`config.mk`:
```
export PLATFORM = sky130hd
export DESIGN_NAME = adc_channel_scheduler_flat
export DESIGN_NICKNAME = d
export VERILOG_FILES = /design/src/rtl/adc_channel_scheduler_if.sv /design/src/rtl/adc_channel_scheduler.sv /design/src/flat_wrapper.sv
export SDC_FILE = /design/constraint.sdc
export NUM_CORES = 1
export LEC_CHECK = 0
export BUFFER_PORTS_ARGS = -buffer_cell sky130_fd_sc_hd__clkbuf_2
export CAP_MARGIN = 15
export CELL_PAD_IN_SITES_DETAIL_PLACEMENT = 1
export CELL_PAD_IN_SITES_GLOBAL_PLACEMENT = 1
export CORE_MARGIN = 5
export CORE_UTILIZATION = 38
export CTS_CLUSTER_SIZE = 24
export DETAILED_ROUTE_END_ITERATION = 8
export HOLD_SLACK_MARGIN = 0.05
export PLACE_DENSITY = 0.71
export SYNTH_ARGS = -nofsm -noshare
export SYNTH_HDL_FRONTEND = slang
export SYNTH_SLANG_ARGS = --single-unit
```
`constraint.sdc`:
```
create_clock -name clk -period 2.3 [get_ports clk]
set_input_delay 0.46 -clock clk [delete_from_list [all_inputs] [get_ports clk]]
set_output_delay 0.46 -clock clk [all_outputs]
set_load 0.02 [all_outputs]
```
`src/rtl/adc_channel_scheduler_if.sv`:
```
// Output stream from the ADC channel scheduler to
// the phased-delay datapath (valid/ready).
interface adc_channel_scheduler_if;
  logic       out_valid;
  logic       out_ready;
  logic [9:0] out_sample;
  logic [3:0] out_channel;

  modport master (
    output out_valid,
    output out_sample,
    output out_channel,
    input  out_ready
  );

  modport slave (
    input  out_valid,
    input  out_sample,
    input  out_channel,
    output out_ready
  );
endinterface

```
`src/rtl/adc_channel_scheduler.sv`:
```
// Round-robin ADC channel scheduler: select, settle,
// capture the first matching conversion, present it.
module adc_channel_scheduler #(
  parameter int NUM_CH         = 4,
  parameter int SETTLE_CYCLES  = 2,
  parameter int TIMEOUT_CYCLES = 1023
) (
  input  logic              clk,
  input  logic              rst,
  input  logic              enable,
  input  logic [NUM_CH-1:0] ch_mask,
  output logic [3:0]        channel,
  input  logic              new_sample,
  input  logic [9:0]        sample,
  input  logic [3:0]        sample_channel,
  adc_channel_scheduler_if.master out_if,
  output logic              sweep_done,
  output logic              timeout_err,
  input  logic              clear_err,
  output logic              busy
);

  typedef enum logic [2:0] {
    IDLE, SELECT, SETTLE, WAIT, PRESENT
  } state_t;

  localparam logic [7:0] ST_LOAD =
    8'((SETTLE_CYCLES == 0) ? 0 : SETTLE_CYCLES - 1);
  localparam logic [15:0] TMO_LAST =
    16'(TIMEOUT_CYCLES - 1);

  state_t            state, state_nx;
  logic [NUM_CH-1:0] mask_q;
  logic [3:0]        cur;
  logic [7:0]        st_cnt;
  logic [15:0]       tmo_cnt;
  logic              valid_q;
  logic [9:0]        osmp_q;
  logic [3:0]        och_q;

  logic [3:0] lo_idx, nxt_idx;
  logic       has_nxt;
  logic       restart, match, timeout, hs, done;
  logic       load, advance, capture;

  assign out_if.out_valid   = valid_q;
  assign out_if.out_sample  = osmp_q;
  assign out_if.out_channel = och_q;

  assign restart = enable && (ch_mask != '0);
  assign match   = new_sample
                && (sample_channel == channel);
  assign timeout = (state == WAIT) && !match
                && (tmo_cnt == TMO_LAST);
  assign hs      = (state == PRESENT) && valid_q
                && out_if.out_ready;
  assign done    = hs || timeout;

  // lowest bit of the new mask, next bit above cur
  always_comb begin
    lo_idx  = '0;
    nxt_idx = '0;
    has_nxt = 1'b0;
    for (int i = NUM_CH - 1; i >= 0; i--) begin
      if (ch_mask[i]) lo_idx = 4'(i);
    end
    for (int i = NUM_CH - 1; i >= 0; i--) begin
      if (mask_q[i] && (4'(i) > cur)) begin
        nxt_idx = 4'(i);
        has_nxt = 1'b1;
      end
    end
  end

  // state register
  always_ff @(posedge clk or negedge rst) begin
    if (!rst) state <= IDLE;
    else      state <= state_nx;
  end

  // next-state logic
  always_comb begin
    state_nx = state;
    unique case (state)
      IDLE:
        if (restart) state_nx = SELECT;
      SELECT:
        state_nx = (SETTLE_CYCLES == 0) ? WAIT
                                        : SETTLE;
      SETTLE:
        if (st_cnt == '0) state_nx = WAIT;
      WAIT:
        if (match) state_nx = PRESENT;
      PRESENT: ;
      default: state_nx = IDLE;
    endcase
    if (done) begin
      if (has_nxt)
        state_nx = enable ? SELECT : IDLE;
      else
        state_nx = restart ? SELECT : IDLE;
    end
  end

  // FSM outputs and datapath strobes
  always_comb begin
    busy       = (state != IDLE);
    sweep_done = done && !has_nxt;
    capture    = (state == WAIT) && match;
    advance    = done && has_nxt && enable;
    load       = ((state == IDLE) && restart)
              || (done && !has_nxt && restart);
  end

  // mask latch, counters, captured sample, error flag
  always_ff @(posedge clk or negedge rst) begin
    if (!rst) begin
      mask_q      <= '0;
      cur         <= '0;
      channel     <= '0;
      st_cnt      <= '0;
      tmo_cnt     <= '0;
      valid_q     <= 1'b0;
      osmp_q      <= '0;
      och_q       <= '0;
      timeout_err <= 1'b0;
    end else begin
      if (load) begin
        mask_q <= ch_mask;
        cur    <= lo_idx;
      end else if (advance) begin
        cur <= nxt_idx;
      end
      if (state == SELECT) begin
        channel <= cur;
        st_cnt  <= ST_LOAD;
      end else if ((state == SETTLE)
                && (st_cnt != '0)) begin
        st_cnt <= st_cnt - 8'd1;
      end
      if (state == WAIT) tmo_cnt <= tmo_cnt + 16'd1;
      else               tmo_cnt <= '0;
      if (capture) begin
        valid_q <= 1'b1;
        osmp_q  <= sample;
        och_q   <= channel;
      end else if (hs) begin
        valid_q <= 1'b0;
      end
      if (timeout)        timeout_err <= 1'b1;
      else if (clear_err) timeout_err <= 1'b0;
    end
  end

endmodule

```
`src/flat_wrapper.sv`:
```
// flat-port wrapper written by rule: the top's interface ports become plain ports
module adc_channel_scheduler_flat 
#(
  parameter int NUM_CH         = 4,
  parameter int SETTLE_CYCLES  = 2,
  parameter int TIMEOUT_CYCLES = 1023
)
  (clk, rst, enable, ch_mask, channel, new_sample, sample, sample_channel, sweep_done, timeout_err, clear_err, busy, out_if_out_valid, out_if_out_sample, out_if_out_channel, out_if_out_ready);
  adc_channel_scheduler_if out_if_i ();
  input  logic clk;
  input  logic rst;
  input  logic enable;
  input  logic [NUM_CH-1:0] ch_mask;
  output logic [3:0] channel;
  input  logic new_sample;
  input  logic [9:0] sample;
  input  logic [3:0] sample_channel;
  output logic sweep_done;
  output logic timeout_err;
  input  logic clear_err;
  output logic busy;
  output wire logic [$bits(out_if_i.out_valid)-1:0] out_if_out_valid;
  output wire logic [$bits(out_if_i.out_sample)-1:0] out_if_out_sample;
  output wire logic [$bits(out_if_i.out_channel)-1:0] out_if_out_channel;
  input wire logic [$bits(out_if_i.out_ready)-1:0] out_if_out_ready;
  assign out_if_out_valid = out_if_i.out_valid;
  assign out_if_out_sample = out_if_i.out_sample;
  assign out_if_out_channel = out_if_i.out_channel;
  assign out_if_i.out_ready = out_if_out_ready;
  adc_channel_scheduler #(.NUM_CH(NUM_CH), .SETTLE_CYCLES(SETTLE_CYCLES), .TIMEOUT_CYCLES(TIMEOUT_CYCLES)) u_core (.clk(clk), .rst(rst), .enable(enable), .ch_mask(ch_mask), .channel(channel), .new_sample(new_sample), .sample(sample), .sample_channel(sample_channel), .out_if(out_if_i), .sweep_done(sweep_done), .timeout_err(timeout_err), .clear_err(clear_err), .busy(busy));
endmodule
```
Yosys cells after proc, flatten, opt, wreduce, memory -nomap -nowiden
Cells that the tools add are included.
{"block": "word_totals", "reg_bits": 55, "word_cells": 86}
{"block": "op_classes", "add_sub_neg": 2, "magnitude_cmp": 4, "n_eq_ne": 10, "mux": 29, "reduce_logical": 31}
{"operator": "2-to-1 mux 4 bit", "n": 5}
{"operator": "logical AND 1 bit", "n": 17}
{"operator": "adder 16 x 1 -> 16 bit, second input constant", "n": 1}
{"operator": "equality test 16 x 10 -> 1 bit, second input constant", "n": 1}
{"operator": "2-to-1 mux 16 bit", "n": 1}
{"operator": "2-to-1 mux 8 bit", "n": 2}
{"operator": "2-to-1 mux 3 bit", "n": 5}
{"operator": "case mux 3 bit (5 select lines)", "n": 1}
{"operator": "2-to-1 mux 1 bit", "n": 10}
{"operator": "2-to-1 mux 2 bit", "n": 5}
{"operator": "!= test 3 x 1 -> 1 bit, second input constant", "n": 3}
{"operator": "greater-than comparator 1 x 4 -> 1 bit, first input constant", "n": 2}
{"operator": "greater-than comparator 2 x 4 -> 1 bit, first input constant", "n": 2}
{"operator": "zero test 8 bit", "n": 1}
{"operator": "nonzero test 2 bit", "n": 4}
{"operator": "nonzero test 8 bit", "n": 1}
{"operator": "subtractor 8 x 1 -> 8 bit, second input constant", "n": 1}
{"operator": "equality test 3 x 2 -> 1 bit, second input constant", "n": 2}
{"operator": "equality test 4 bit", "n": 1}
{"operator": "AND reduction 4 bit", "n": 1}
{"operator": "nonzero test 4 bit", "n": 1}
{"operator": "equality test 3 x 1 -> 1 bit, second input constant", "n": 1}
{"operator": "equality test 3 bit, second input constant", "n": 1}
{"operator": "zero test 3 bit", "n": 1}
{"operator": "4 further kinds", "n": 6}

Logic depth before layout (Yosys ltp)
Gate-level depths: netlist of run 1.
{"block": "depth", "word_depth": 11, "ltp_mapped": 8, "depth_no_buf": 8}

Least setup slack after synthesis of run 1
Ideal clock, no wire load.
{"block": "synth_path", "path_kind": "reg-to-reg", "start": "register u_core.tmo_cnt[11]", "end": "register u_core.mask_q[1]", "arrival_time_ns": 2.383, "path_slack_ns": -0.208, "stages_incl_launch_ff": 7, "n_path_buf": 0, "synth_period_minus_slack_ns": 2.508, "path_cell_list": "dfrtp_1 or4_1 or4_4 o31ai_4 nand2b_4 a21oi_4 mux2_2"}
{"block": "synth_between", "elab_chain_len": 6}
{"element": "start, declared", "line_no": "adc_channel_scheduler.sv:36", "source": "logic [15:0] tmo_cnt;"}
{"element": "start signal, assigned", "line_no": "adc_channel_scheduler.sv:141", "source": "if (state == WAIT) tmo_cnt <= tmo_cnt + 16'd1;"}
{"element": "equality test 16 x 10 -> 1 bit", "line_no": "adc_channel_scheduler.sv:54", "source": "&& (tmo_cnt == TMO_LAST);"}
{"element": "logical AND 1 bit", "line_no": "adc_channel_scheduler.sv:54"}
{"element": "logical OR 1 bit", "line_no": "adc_channel_scheduler.sv:57", "source": "assign done = hs || timeout;"}
{"element": "logical AND 1 bit (2 in series)", "line_no": "adc_channel_scheduler.sv:112", "source": "|| (done && !has_nxt && restart);"}
{"element": "logical OR 1 bit", "line_no": "adc_channel_scheduler.sv:112"}
{"element": "end signal, assigned", "line_no": "adc_channel_scheduler.sv:129", "source": "mask_q <= ch_mask;"}
{"element": "end, declared", "line_no": "adc_channel_scheduler.sv:33", "source": "logic [NUM_CH-1:0] mask_q;"}
Every way passes these cells.
A chain may end at the register's enable or synchronous reset.

Worst setup path after layout of run 1
{"block": "layout_path", "start": "register u_core.tmo_cnt[11]", "end": "output port sweep_done"}
{"block": "layout_between", "elab_chain_len": 4}
{"element": "equality test 16 x 10 -> 1 bit", "line_no": "adc_channel_scheduler.sv:54"}
{"element": "logical AND 1 bit", "line_no": "adc_channel_scheduler.sv:54"}
{"element": "logical OR 1 bit", "line_no": "adc_channel_scheduler.sv:57"}
{"element": "logical AND 1 bit", "line_no": "adc_channel_scheduler.sv:108", "source": "sweep_done = done && !has_nxt;"}
{"element": "end, declared", "line_no": "flat_wrapper.sv:18", "source": "output logic sweep_done;"}
Every way passes these cells.

==> results.py, run 1 <==
metrics = {
    "global_routing": {
        "track_usage_pct": 15.2,
        "grt_pass1_wl_um": 9200,
        "grt_pass1_vias": 2007,
        "grt_overflow": 0,
        "grt_max_degree": 49,
        "antenna_found_initial": 0,
    },
    "logic_synthesis": {
        "synth_cells": 217,
        "synth_common_cells": "dfrtp_1, nor2_1, mux2_2, nand2_1",
        "synth_area_per_cell_um2": 10.8,
        "synth_edf_count": 0,
        "synth_most_common_cell": "dfrtp_1",
        "synthArstFlopShare_pct": 100,
        "ys_warn_count": 0,
        "synth_area_leaders": "dfrtp_1, mux2_2, nor2_1",
        "synthFlopType": "dfrtp_1",
        "syn_area_mm2": 0.00234,
        "ys_types": 46,
        "ys_ff_latch": 48,
        "yosysSeqAreaShare_pct": 51.4,
        "yosysTopAreaCellShare_pct": 51.4,
        "yosys.area.top_type": "dfrtp_1",
    },
    "power_and_ir_drop": {
        "p_sw_mw": 1.16,
        "power_density_mw_per_mm2": 1130,
        "peakVddDrop_mv": 0.514,
        "switching_share_pct": 34.6,
        "pwr-share-seq_pct": 39.2,
        "p_int_mw": 2.19,
        "power_frac_comb_pct": 35.8,
        "clkPwrFrac_pct": 25.0,
        "p_leak_nw": 1.41,
        "total_power_mw": 3.35,
    },
    "outcome": {
        "violations": "setup timing",
        "outcome": "finished, violations left",
    },
    "sta": {
        "drv_slew": 0,
        "worst_slack_ns": -0.352,
        "finClkSkew_ns": 0.00492,
        "hold_viol_final": 0,
        "worst_pin_slew_ns": 0.695,
        "fmax_mhz": 377,
        "post-route-period-util_pct": 115,
        "relSlewSlack_pct": 53.2,
        "setup_viol": 6,
        "rsz0062_at_grt": "true",
        "period_needed_ns": 2.65,
    },
    "floorplan": {
        "dieArea_mm2": 0.00782,
        "die_height_um": 88.4,
        "coreArea_mm2": 0.00596,
        "initial_core_util_pct": 39.3,
        "fp-row-count": 28,
        "num_io_pins": 46,
        "chipWidth_um": 88.4,
    },
    "critical_path": {
        "worst-path-max-fanout": 2,
        "path_cells": "or4_1, or4_4, o31ai_4, nand2b_4, inv_1, clkbuf_8",
        "critPathSlowestCell": "or4_1",
        "start_kind": "flip-flop",
        "end_kind": "output pin",
        "crit_buf_inv": 2,
        "arrival_ns": 2.19,
        "path_class": "reg -> out",
        "r2r_cells": 7,
        "crit_required_ns": 1.84,
        "crit_family": "simple AND/OR/NAND/NOR gates",
        "critical_path_depth": 6,
        "max_stage_delay_ns": 0.52,
    },
    "final_layout": {
        "post-route-util_pct": 49.9,
        "nets": 309,
        "fin_area_mm2": 0.00297,
        "syn2layout_area_growth_pct": 27.0,
        "antenna_cells": 0,
        "drive_gt1_share_pct": 34.8,
    },
    "clocking": {
        "h-tree-depth": 2,
        "clock_latency_ns": 0.30,
        "cts_tree": "done",
        "cts-root-buf": "clkbuf_8",
        "cts.sinks": 48,
        "cts.hold.buffers_added": 0,
        "cts_max_path_buffers": 2,
        "cts_made_buffers": 5,
        "cts.clk_slew.worst_paths_ns": 0.09,
    },
    "routing": {
        "wire_per_inst_um": 15.3,
        "routed_wl_um": 5470,
        "firstDrtPassIters": 3,
        "ant_nets": 0,
        "dr_total_vias": 1766,
        "drt-initial-drc-count": 39,
        "drc": 0,
        "vias_per_cell": 4.95,
    },
    "placement": {
        "gp_congestion": 0.761,
        "place_hpwl_um": 3990,
        "port_buffers": 41,
        "placed_area_mm2": 0.00275,
    },
    "flow_run": {
        "cap_violations": 0,
    },
    "worst_hold_path": {
        "worstHoldPathType": "in -> async",
    },
}
[worst paths after layout]
path | slack, ns | from | to
worst max-delay path | -0.35 | u_core.tmo_cnt[11] | sweep_done
worst min-delay path | 0.24 | rst | u_core.st_cnt[1]
worst max register to register | -0.17 | u_core.tmo_cnt[11] | u_core.mask_q[3]
worst min register to register | 0.51 | u_core.timeout_err | u_core.timeout_err
max in group asynchronous | 1.63 | rst | u_core.state[2]
min in group clk | 0.38 | sample[3] | u_core.out_if.out_sample[3]
[layer usage]
metal	wire (um)	global-route usage [%]
met3	144	3.72
met5	0	0
met2	3010	27.4
met4	36	4.12
met1	2290	18.1
[layout by cell type (no fill, tap or decap), types with 2 or more instances in the layout]
cell type,count
nand2b_1,2
xor2_1,8
nor2b_1,3
clkbuf_2,40
nand2_1,17
conb_1,4
mux2_4,3
inv_1,8
a21oi_1,9
nor3_1,3
nand3_1,8
nand4_1,3
clkbuf_8,6
buf_4,19
nor2_1,25
ha_1,4
dfrtp_1,48
bufinv_16,3
mux2_2,14
mux2i_1,2
o21ai_0,9
buf_6,2
xnor2_1,9
or3_1,7
[final cells by class]
class | instances | area (um2)
multi-input cells | 156 | 1110
repair buffers | 62 | 379
clock buffers | 5 | 68.8
fillers | 680 | 2990
clock inverters | 3 | 90.1
well taps | 75 | 93.8
inverters | 8 | 30.0
flip-flops and latches | 48 | 1200
[logic make-up (layout without fill, tap and decap cells)]
family | Yosys count | after routing | synth area share [%]
simple gates | 80 | 80 | 18.0
flops | 48 | 48 | 51.4
compound gates | 32 | 32 | 9.63
mux | 19 | 19 | 9.04
xor+xnor | 17 | 17 | 6.37
buf+inv | 16 | 78 | 3.32
fa+ha+maj | 4 | 4 | 2.14
other cells | 1 | 4 | 0.160
[stage by stage]
stage / hold slack [ns] / cells / TNS (ns) / setup WS (ns)
finish: 0.235 / 357 / -1.09 / -0.352
global route: 0.296 / 357 / -1.60 / -0.431
CTS: 0.268 / 356 / -1.42 / -0.401
detailed placement: 0.493 / 346 / -0.284 / -0.0804
global placement: 0.465 / 346 / -0.0644 / -0.0404
floorplan: 0.164 / 220 / -0.403 / -0.112
[power groups by stage]
| stage | clock (mW) | combinational [mW] | sequential (mW) |
|---|---|---|---|
| global route | 0.891 | 1.33 | 1.36 |
| finish | 0.837 | 1.20 | 1.31 |
| global placement | 0 | 1.15 | 1.31 |
| floorplan | 0 | 0.642 | 1.44 |
| detailed placement | 0 | 1.20 | 1.33 |
| CTS | 0.855 | 1.21 | 1.32 |
[what timing repair did]
item	in CTS	in global routing
pin swaps	2	1
endpoints found under the setup margin	6	8
setup buffers	2	2
resized for setup	4	3
[state kept, by name, indices dropped and copies added (netlist names), 2 cells and up]
register	count
u_core.channel	2
u_core.cur	2
u_core.mask_q	3
u_core.out_if.out_channel	2
u_core.out_if.out_sample	10
u_core.st_cnt	8
u_core.state	3
u_core.tmo_cnt	16
Power figures use the tool's default switching activity.
==> run 2, diff against run 1 <==
Settings changed: CORE_UTILIZATION 38 to 42, PLACE_DENSITY 0.71 to 0.74, SETUP_SLACK_MARGIN set to 0.15.
Clock period 2.3 ns to 2.7 ns, I/O delays scaled along.
==> results.py, run 2 (synthesis gave the netlist of run 1 again) <==
metrics = {
    "outcome": {
        "outcome": "finished, violations left",
        "violations": "setup timing",
    },
    "floorplan": {
        "fp-row-count": 27,
        "chipWidth_um": 84.6,
        "coreArea_mm2": 0.00547,
        "num_io_pins": 46,
        "dieArea_mm2": 0.00716,
        "initial_core_util_pct": 42.7,
        "die_height_um": 84.6,
    },
    "global_routing": {
        "grt_overflow": 0,
        "grt_pass1_vias": 1881,
        "grt_pass1_wl_um": 9070,
        "track_usage_pct": 15.6,
        "antenna_found_initial": 0,
        "grt_max_degree": 29,
    },
    "critical_path": {
        "critPathSlowestCell": "or4_1",
        "timing.rr.start": "u_core.tmo_cnt[11]",
        "path_class": "reg -> out",
        "start_kind": "flip-flop",
        "reg2reg_to": "u_core.mask_q[1]",
        "worstSetupEndpoint": "sweep_done",
        "path_cells": "or4_1, or4_4, o31ai_4, nand2b_4, inv_2, buf_8",
        "critical_path_depth": 6,
        "worst-path-max-fanout": 2,
        "max_stage_delay_ns": 0.53,
        "end_kind": "output pin",
        "reg2reg_setup_slack_ns": 0.28,
        "r2r_cells": 6,
        "crit_family": "simple AND/OR/NAND/NOR gates",
        "crit_buf_inv": 2,
        "critical_path.startpoint": "u_core.tmo_cnt[11]",
        "crit_required_ns": 2.16,
        "arrival_ns": 2.18,
    },
    "placement": {
        "place_hpwl_um": 3980,
        "port_buffers": 41,
        "post-place-ws_ns": 0.130,
        "placed_cells": 336,
        "gp_congestion": 0.756,
    },
    "flow_run": {
        "cap_violations": 0,
    },
    "worst_hold_path": {
        "worstHoldPathType": "in -> async",
    },
    "clocking": {
        "cts_max_path_buffers": 2,
        "cts_made_buffers": 5,
        "cts.sinks": 48,
        "cts_tree": "done",
        "cts.clk_slew.worst_paths_ns": 0.09,
        "cts-root-buf": "clkbuf_8",
        "h-tree-depth": 2,
        "cts.hold.buffers_added": 0,
        "clock_latency_ns": 0.30,
    },
    "sta": {
        "period_needed_ns": 2.72,
        "post-route-period-util_pct": 101,
        "worst_pin_slew_ns": 0.714,
        "fmax_mhz": 367,
        "finClkSkew_ns": 0.00673,
        "rsz0062_at_grt": "true",
        "worst_slack_ns": -0.0225,
        "hold_viol_final": 0,
        "drv_slew": 0,
        "relSlewSlack_pct": 52.4,
        "setup_viol": 1,
    },
    "final_layout": {
        "final.fill_count": 642,
        "stdcell_count": 346,
        "drive_gt1_share_pct": 32.1,
        "largest_reg_flops": 16,
        "layout.area.seq_mm2": 0.00120,
        "mostFrequentLayoutCells": "dfrtp_1, clkbuf_2, nor2_1",
        "top_register": "u_core.tmo_cnt",
        "final_common_cell": "dfrtp_1",
        "syn2layout_area_growth_pct": 21.1,
        "antenna_cells": 0,
        "multi_input_area_mm2": 0.00107,
        "nets": 301,
    },
    "routing": {
        "dr_total_vias": 1792,
        "vias_per_cell": 5.18,
        "drt-initial-drc-count": 57,
        "firstDrtPassIters": 4,
        "drc": 0,
        "wire_per_inst_um": 15.0,
        "routed_wl_um": 5180,
        "ant_nets": 0,
    },
    "power_and_ir_drop": {
        "p_leak_nw": 1.34,
        "power_density_mw_per_mm2": 932,
        "peakVddDrop_mv": 0.327,
    },
}
run 2: changes by cell type in the layout (fill, tap and decap cells not counted), sizes merged:
cell / previous run / this run
buf: 21 / 14
bufinv: 3 / 1
clkbuf: 46 / 47
run 2: where the power goes:
group	internal, mW	switching [mW]	total (mW)
logic	0.430	0.534	0.964
registers	0.941	0.172	1.11
clock network	0.327	0.236	0.562
run 2: worst min path at each step:
stage / end / cells after the start / slack [ns]
after global routing: u_core.tmo_cnt[11] / 1 / 0.35
after floorplan: u_core.channel[0] / 0 / 0.24
final: u_core.mask_q[2] / 1 / 0.27
after detailed placement: u_core.timeout_err / 1 / 0.48
after global placement: u_core.timeout_err / 1 / 0.46
after CTS: u_core.mask_q[2] / 1 / 0.30
run 2: layout make-up:
class                           count  area share [%]
Inverter                            8            1.06
Clock inverter                      1            1.06
Multi-Input combinational cell    156            37.8
Clock buffer                        7            3.40
Sequential cell                    48            42.4
Tap cell                           72            3.18
Timing Repair Buffer               54            11.0
run 2: stage by stage:
stage | utilization (%) | power (mW) | cell area (um2) | hold slack (ns) | TNS (ns)
2_1_floorplan | - | 1.75 | 2350 | 0.244 | 0
3_3_place_gp | 49.0 | 2.05 | 2680 | 0.464 | 0
3_5_place_dp | 49.0 | 2.10 | 2680 | 0.484 | 0
4_1_cts | 51.7 | 2.68 | 2830 | 0.302 | -0.0582
5_1_grt | 51.7 | 2.84 | 2830 | 0.350 | -0.102
6_report | 51.7 | 2.64 | 2830 | 0.275 | -0.0225
run 2: timing repair:
item	in CTS	in global routing
gates resized for setup	3	1
hold endpoints to repair	0	0
endpoints found under the setup margin	1	1
pin swaps	1	0
setup buffers	2	0
run 2: routing by layer:
layer / share of wire, % / GRT usage (%)
met1: 48 / 21.0
met2: 46 / 25.5
met3: 4.8 / 3.73
met4: 0.98 / 3.88
met5: 0 / 0
==> run 3, diff against run 2 <==
Settings changed: CORE_UTILIZATION 42 to 46, PLACE_DENSITY 0.74 to 0.8.
Clock period 2.7 ns to 3.4 ns, I/O delays scaled along.
==> results.py, run 3 (synthesis gave the netlist of run 1 again) <==
metrics = {
    "outcome": {
        "outcome": "complete, no violations",
    },
    "placement": {
        "place_hpwl_um": 3810,
        "gp_congestion": 0.748,
        "port_buffers": 41,
    },
    "floorplan": {
        "chipWidth_um": 81.3,
        "fp-row-count": 26,
        "die_height_um": 81.3,
        "initial_core_util_pct": 46.7,
        "dieArea_mm2": 0.00661,
        "coreArea_mm2": 0.00501,
        "num_io_pins": 46,
    },
    "critical_path": {
        "path_cells": "nand3b_4, or4b_2, o31ai_4, nand2b_4, inv_1, clkbuf_2",
        "crit_required_ns": 2.72,
        "crit_family": "simple AND/OR/NAND/NOR gates",
        "crit_buf_inv": 2,
        "start_kind": "flip-flop",
        "critPathSlowestCell": "or4b_2",
        "max_stage_delay_ns": 0.70,
        "path_class": "reg -> out",
        "end_kind": "output pin",
        "arrival_ns": 2.34,
        "worst-path-max-fanout": 8,
    },
    "sta": {
        "drv_slew": 0,
        "hold_viol_final": 0,
        "worst_pin_slew_ns": 0.640,
        "rsz0062_at_grt": "false",
        "period_needed_ns": 3.02,
        "finClkSkew_ns": 0.00203,
        "fmax_mhz": 331,
        "relSlewSlack_pct": 57.1,
        "timing.hold.ws_ns": 0.388,
        "post-route-period-util_pct": 88.9,
        "setup_viol": 0,
        "setup_tns_ns": 0,
    },
    "final_layout": {
        "post-route-util_pct": 54.8,
        "drive_gt1_share_pct": 29.7,
        "syn2layout_area_growth_pct": 17.3,
        "largest_reg_flops": 16,
        "mostFrequentLayoutCells": "dfrtp_1, clkbuf_2, nor2_1",
        "top_register": "u_core.tmo_cnt",
        "nets": 293,
        "final_common_cell": "dfrtp_1",
        "antenna_cells": 0,
    },
    "routing": {
        "wl_met2_um": 2530,
        "ant_nets": 0,
        "firstDrtPassIters": 4,
        "met3RoutedLength_um": 210,
        "drc": 0,
        "top_layer_used": "met4",
        "routed_wl_um": 5020,
        "dr_total_vias": 1758,
        "vias_per_cell": 5.23,
        "drt-initial-drc-count": 50,
        "wl_met1_um": 2220,
        "wire_per_inst_um": 14.9,
    },
    "clocking": {
        "h-tree-depth": 2,
        "cts_tree": "done",
        "cts-root-buf": "clkbuf_8",
        "cts_resized": 0,
        "clock_latency_ns": 0.30,
        "cts.clk_slew.worst_paths_ns": 0.08,
        "cts.sinks": 48,
        "cts_made_buffers": 5,
        "cts_max_path_buffers": 2,
    },
    "global_routing": {
        "grt_max_degree": 26,
        "grt_overflow": 0,
        "track_usage_pct": 16.8,
        "grt_pass1_vias": 1834,
        "antenna_found_initial": 0,
        "grt_pass1_wl_um": 8360,
    },
    "power_and_ir_drop": {
        "peakVddDrop_mv": 0.312,
        "power_density_mw_per_mm2": 740,
        "total_power_mw": 2.03,
        "p_leak_nw": 1.29,
    },
    "worst_hold_path": {
        "worstHoldPathType": "in -> async",
    },
    "flow_run": {
        "cap_violations": 0,
    },
}
[run 3: cell count changes in the layout (fill, tap and decap cells not counted)]
cell,previous run,this run
clkbuf_8,7,5
buf_8,1,0
clkinv_2,0,1
clkinvlp_4,0,1
buf_4,13,5
clkbuf_2,40,41
inv_1,7,8
inv_2,1,0
[run 3: path summary, 6_finish.rpt]
| kind | slack (ns) | startpoint | end | cells after the start |
|---|---|---|---|---|
| setup / recovery | 0.38 | u_core.state[2] | sweep_done | 6 |
| hold / removal | 0.39 | rst | u_core.mask_q[3] | 1 |
| setup reg to reg | 0.87 | u_core.state[2] | u_core.mask_q[1] | 6 |
| hold reg to reg | 0.49 | u_core.timeout_err | u_core.timeout_err | 1 |
| max in group asynchronous | 2.26 | rst | u_core.tmo_cnt[7] | 2 |
| min in group clk | 0.49 | u_core.timeout_err | u_core.timeout_err | 1 |
[run 3: where the power goes]
part / internal (mW) / leakage [nW] / switching, mW / total, mW
sequential: 0.747 / 0.621 / 0.151 / 0.898
combinational: 0.325 / 0.619 / 0.406 / 0.731
clock: 0.218 / 0.0541 / 0.185 / 0.402
total: 1.29 / 1.29 / 0.742 / 2.03
[run 3: through the flow]
stage	setup slack, ns	std cells	instance area, um2
2_1_floorplan	0.743	220	2350
3_3_place_gp	0.543	325	2610
3_5_place_dp	0.481	325	2610
4_1_cts	0.194	334	2730
5_1_grt	0.291	336	2740
6_report	0.376	336	2740
[run 3: per-layer routing]
metal	vias to the layer above	global-route usage (%)
met5	-	0
met4	0	5.57
met3	4	4.32
met2	37	28.8
met1	871	20.5
li1	846	-
[run 3: cell type report]
class	count	area (um2)
fillers	592	2270
flip-flops and latches	48	1200
multi-input cells	156	1070
repair buffers	46	243
well taps	70	87.6
clock buffers	5	68.8
clock inverters	3	42.5
inverters	8	30.0
[run 3: what timing repair did]
item | CTS | global route
setup endpoints to repair | 1 | 1
pin swaps | 1 | 0
setup buffers | 1 | 2
hold buffers | 0 | 0
